### config.mk
export PLATFORM = sky130hd
export DESIGN_NAME = rv32i_alu
export DESIGN_NICKNAME = d
export VERILOG_FILES = /design/src/rtl/rv32i_alu.sv
export SDC_FILE = /design/constraint.sdc
export NUM_CORES = 1
export LEC_CHECK = 0
export ABC_AREA = 1
export BUFFER_PORTS_ARGS = -buffer_cell sky130_fd_sc_hd__buf_4
export CAP_MARGIN = 10
export CORE_MARGIN = 2
export CORE_UTILIZATION = 25
export CTS_CLUSTER_DIAMETER = 80
export CTS_CLUSTER_SIZE = 30
export DETAILED_ROUTE_END_ITERATION = 7
export GPL_ROUTABILITY_DRIVEN = 0
export PLACE_DENSITY = 0.48
export SYNTH_ARGS = -nofsm -noshare
export SYNTH_HDL_FRONTEND = slang
export SYNTH_SLANG_ARGS = --single-unit
### constraint.sdc
create_clock -name clk -period 3.2 [get_ports clk]
set_clock_uncertainty 0.1 [all_clocks]
set_input_delay 0.32 -clock clk [delete_from_list [all_inputs] [get_ports clk]]
set_output_delay 0.32 -clock clk [all_outputs]
set_load 0.005 [all_outputs]
### src/rtl/rv32i_alu.sv
// RV32I execute-stage ALU: combinational result/zero/overflow plus an
// EX/MEM output register holding a copy of all three.
//
// Ports:
//   clk, rst       core clock; synchronous active-high reset of the register
//   a, b           32-bit operands (rs1/PC, rs2/immediate)
//   alu_control    4-bit operation select
//   result, zero, overflow           combinational outputs
//   result_q, zero_q, overflow_q     registered outputs (1-cycle latency)
module rv32i_alu (
    input  logic        clk,
    input  logic        rst,
    input  logic [31:0] a,
    input  logic [31:0] b,
    input  logic [3:0]  alu_control,
    output logic [31:0] result,
    output logic        zero,
    output logic        overflow,
    output logic [31:0] result_q,
    output logic        zero_q,
    output logic        overflow_q
);

    localparam logic [3:0] OP_AND   = 4'b0000;
    localparam logic [3:0] OP_OR    = 4'b0001;
    localparam logic [3:0] OP_ADD   = 4'b0010;
    localparam logic [3:0] OP_XOR   = 4'b0011;
    localparam logic [3:0] OP_SLL   = 4'b0100;
    localparam logic [3:0] OP_SRL   = 4'b0101;
    localparam logic [3:0] OP_SUB   = 4'b0110;
    localparam logic [3:0] OP_SRA   = 4'b0111;
    localparam logic [3:0] OP_SLT   = 4'b1000;
    localparam logic [3:0] OP_SLTU  = 4'b1001;
    localparam logic [3:0] OP_PASSB = 4'b1010;

    logic [31:0] sum;
    logic [31:0] diff;
    logic [4:0]  shamt;
    logic        lt_signed;
    logic        lt_unsigned;
    logic        add_ovf;
    logic        sub_ovf;

    assign sum         = a + b;
    assign diff        = a - b;
    // Only the low five bits select a shift; the rest of b is ignored.
    assign shamt       = b[4:0];
    assign lt_signed   = $signed(a) < $signed(b);
    assign lt_unsigned = a < b;

    // Signed overflow: operand signs agree (ADD) or differ (SUB) and the
    // result's sign differs from a.
    assign add_ovf = (a[31] == b[31]) && (sum[31] != a[31]);
    assign sub_ovf = (a[31] != b[31]) && (diff[31] != a[31]);

    always_comb begin
        result   = 32'd0;
        overflow = 1'b0;
        case (alu_control)
            OP_AND:   result = a & b;
            OP_OR:    result = a | b;
            OP_ADD: begin
                result   = sum;
                overflow = add_ovf;
            end
            OP_XOR:   result = a ^ b;
            OP_SLL:   result = a << shamt;
            OP_SRL:   result = a >> shamt;
            OP_SUB: begin
                result   = diff;
                overflow = sub_ovf;
            end
            OP_SRA:   result = $unsigned($signed(a) >>> shamt);
            OP_SLT:   result = {31'd0, lt_signed};
            OP_SLTU:  result = {31'd0, lt_unsigned};
            OP_PASSB: result = b;
            default:  result = 32'd0;
        endcase
    end

    assign zero = (result == 32'd0);

    always_ff @(posedge clk) begin
        if (rst) begin
            result_q   <= 32'd0;
            zero_q     <= 1'b0;
            overflow_q <= 1'b0;
        end else begin
            result_q   <= result;
            zero_q     <= zero;
            overflow_q <= overflow;
        end
    end

endmodule

==> results.sh <==
export IMPL_run_status="finished, violations left"
export IMPL_failed_checks="design-rule violations"
export IMPL_worstSetupStartpoint="b[0]"
export IMPL_cts_root_buffer_cell="clkbuf_16"
export IMPL_postSynthNetCount=2531
export IMPL_viasPerCell=5.19
export IMPL_path_max_fanout=3
export IMPL_num_io_pins=138
export IMPL_layout_drive_gt1_share_pct=31.7
export IMPL_crit_path_end="zero"
export IMPL_die_height_microns=222
export IMPL_grt_overflow_total=0
export IMPL_synthDominantCellAreaShare_pct=23.6
export IMPL_maximum_number_of_pins_on_one_net_before_global_route_repair=74
export IMPL_cp_slowest_stage_delay_ns=0.52
export IMPL_drt_drc=1
export IMPL_timing_critical_path_arrival_ns=2.69
export IMPL_cap_viol_max_count=0
export IMPL_crit_path_start_kind="input pin"
export IMPL_synthCells=2355
export IMPL_htree_levels=2
export IMPL_cts_buffer_depth=2
export IMPL_dp_worst_setup_slack_ns=-0.256
export IMPL_post_route_ant_nets=0
export IMPL_seq_power_share_pct=11.6
export IMPL_timing_final_crit_period_ns=3.11
export IMPL_synth_area_top_cells="nand2_1 (24%), nand3_1 (21%), ha_1 (11%), inv_1 (11%), nor2_1 (7.3%)"
export IMPL_switching_share_pct=49.9
export IMPL_syn_cell_area_sq_um=11800
export IMPL_first_global_vias=16729
export IMPL_post_place_cells=3407
export IMPL_highest_clock_frequency_the_design_can_meet_mhz=322
export IMPL_initial_antenna_violation_count=2
export IMPL_switchingPower_mw=2.00
export IMPL_wl_per_cell_microns=19.7
export IMPL_drt_wl_total_mm=67.7
export IMPL_cellInternalPower_mw=2.01
export IMPL_numCtsBuffers=5
export IMPL_power_combinational_fraction_pct=77.0
export IMPL_layout_setup_ws_ns=0.0899
export IMPL_sequential_fraction_of_the_synthesis_area_pct=5.75
export IMPL_critical_path_most_common_cell="nor2_1"
export IMPL_core_area_sq_um=46700
export IMPL_hold_path_cell_count=2
export IMPL_cp_slowest_cell="fa_2"
export IMPL_type_of_the_tightest_min_delay_check="in -> reg"
export IMPL_fp_dieArea_sq_um=49100
export IMPL_power_static_leakage_nw=9.79
export IMPL_post_route_util_pct=38.0
export IMPL_hpwlAfterDp_mm=56.8
export IMPL_timing_worst_slew_pin_value_ns=0.666
export IMPL_grt_pass1_wl_mm=98.6
export IMPL_drt_iter0_markers=2129
export IMPL_finalSetupViolations=0
export IMPL_timing_critical_path_cells="buf_4 > ha_4 > fa_2 > inv_1 > nand2_1 > o21ai_1 > nor2_1 > nand3_1 > nor2_1 > nand2_1 > a21oi_2 > nand3_1 > nor2_1 > nand2_2 > nor2_4 > nand3_2 > inv_2 > buf_4"
export IMPL_synth_distinct_cells=45
export IMPL_gr_usage_all_layers_pct=26.0
export IMPL_cts_tree="done"
export IMPL_instances_no_fill=3430
export IMPL_numPortBuffers=137
export IMPL_total_vias_in_the_final_route=17793
export IMPL_synthToLayoutAreaGrowth_pct=49.9
export IMPL_max_slew_margin_pct=55.4
export IMPL_clkSlewWorstSetupHoldPaths_ns=0.06
export IMPL_row_count=79
export IMPL_timing_hold_violations_final=0
export IMPL_cts_num_sinks=34
export IMPL_initial_core_util_pct=25.4
export IMPL_pwr_share_clk_pct=11.4
export IMPL_floorplan_die_width_microns=222
export IMPL_critPathCaptureType="output pin"
export IMPL_synth_top_flop_cell="dfxtp_1"
export IMPL_power_density_cell_area_nw_per_um2=226
export IMPL_fin_crit_sh_pct=97.2
export IMPL_drv_slew=0
export IMPL_timing_hold_ws_ns=0.309
export IMPL_synth_seq_cells=34
export IMPL_synth_enable_flop_cells=0
export IMPL_worstSetupPathType="in -> out"
export IMPL_dr_pass1_iters=8
export IMPL_synth_top_area_cell="nand2_1"
export IMPL_async_reset_ff_share_pct=0
export IMPL_worst_voltage_drop_across_the_vdd_grid_mv=0.229
export IMPL_synthesis_area_per_instance_sq_um=5.02
export IMPL_synth_warnings=0
export IMPL_number_of_nets_at_the_end_of_the_flow=2998
export IMPL_power_mw=4.00
export IMPL_crit_required_ns=2.78
## flip-flops by register name (all words and copies together) (netlist names)
name	flops
result_q	32
overflow_q	1
zero_q	1
## worst max-delay path: cells and delay by family
kind	cells	cell delay, ns
adders and majority gates	2	0.69
and+or+nand+nor	10	1.13
AOI/OAI and AO/OA	2	0.21
buffers and inverters	4	0.34
## per-stage QoR
step | cell area [sq um] | TNS [ns]
final | 17700 | 0
after global routing | 17700 | -0.0345
after CTS | 16500 | 0
after detailed placement | 16200 | -0.291
after global placement | 16200 | -0.263
after floorplan | 11800 | 0
## power groups by stage
stage	logic [mW]	clock network, mW	registers, mW
global route	3.31	0.488	0.468
CTS	2.76	0.471	0.465
global placement	2.69	0	0.474
detailed placement	2.70	0	0.474
floorplan	1.32	0	0.478
finish	3.08	0.456	0.465
## how the worst min path moves through the flow
stage / from / end / slack (ns)
2_1_floorplan: rst / result_q[18]$_SDFF_PP0_ / 0.29
5_1_grt: rst / result_q[2]$_SDFF_PP0_ / 0.32
3_5_place_dp: rst / zero_q$_SDFF_PP0_ / 0.59
3_3_place_gp: rst / result_q[22]$_SDFF_PP0_ / 0.58
6_report: rst / result_q[15]$_SDFF_PP0_ / 0.31
4_1_cts: rst / zero_q$_SDFF_PP0_ / 0.30
## repair_timing
item                                    in CTS  in global routing
hold buffers                                 0                  0
gates resized for setup                     47                291
gates cloned                                 0                  0
endpoints found under the setup margin       1                  1
buffers inserted                             3                 12
hold endpoints to repair                     0                  0
pin swaps                                    4                 62
## synthesized netlist by cell type, types with 22 or more instances
master / instances
ha_1: 104
nor3_1: 28
dfxtp_1: 34
nand2_1: 745
buf_2: 49
nand2_2: 22
inv_1: 341
a21oi_1: 57
nand3_1: 495
o22ai_1: 28
nand4_1: 30
o21ai_0: 43
nor2_1: 231
## cell usage in the layout (no fill, tap or decap), types with 7 or more instances in the layout
cell type,instances
nand2_1,676
buf_4,541
nand3_1,453
inv_1,319
nor2_1,166
nand2_2,88
ha_1,72
nor2_2,54
nand3_2,45
dfxtp_1,34
o21ai_0,33
a21oi_1,32
nand4_1,30
inv_2,28
o22ai_1,28
a21oi_2,27
ha_4,27
nor3_1,21
nor2_4,20
o21ai_1,16
buf_12,11
o21bai_1,9
buf_6,9
nand2_4,8
o211ai_1,8
a31oi_1,7
## metal layers
layer  vias up  global-route usage, %  share of wire [%]
li1       8446                      -                  -
met1      8251                   33.1                 40
met2       901                   43.4                 46
met3       193                   2.88                7.7
met4         2                   13.6                6.4
met5         -                      0              0.019
## cell families (layout without fill, tap and decap cells)
| family | Yosys count | count (layout) | synth area share [%] |
|---|---|---|---|
| other cells | 0 | 1 | 0 |
| xor+xnor | 2 | 2 | 0.148 |
| flops | 34 | 34 | 5.75 |
| compound gates | 170 | 170 | 8.20 |
| buf+inv | 456 | 923 | 16.3 |
| fa+ha+maj | 106 | 106 | 11.3 |
| simple gates | 1587 | 1587 | 58.2 |
## area by class of cell
type / count / area [sq um]
timing repair buffer: 562 / 4400
multi-input combinational: 1865 / 10400
clock inverter: 2 / 10.0
fill: 5223 / 28900
sequential: 34 / 681
tap: 607 / 759
inverter: 354 / 1340
antenna: 1 / 2.50
clock buffer: 5 / 125
Note: power is estimated with default switching activity, not from simulation.
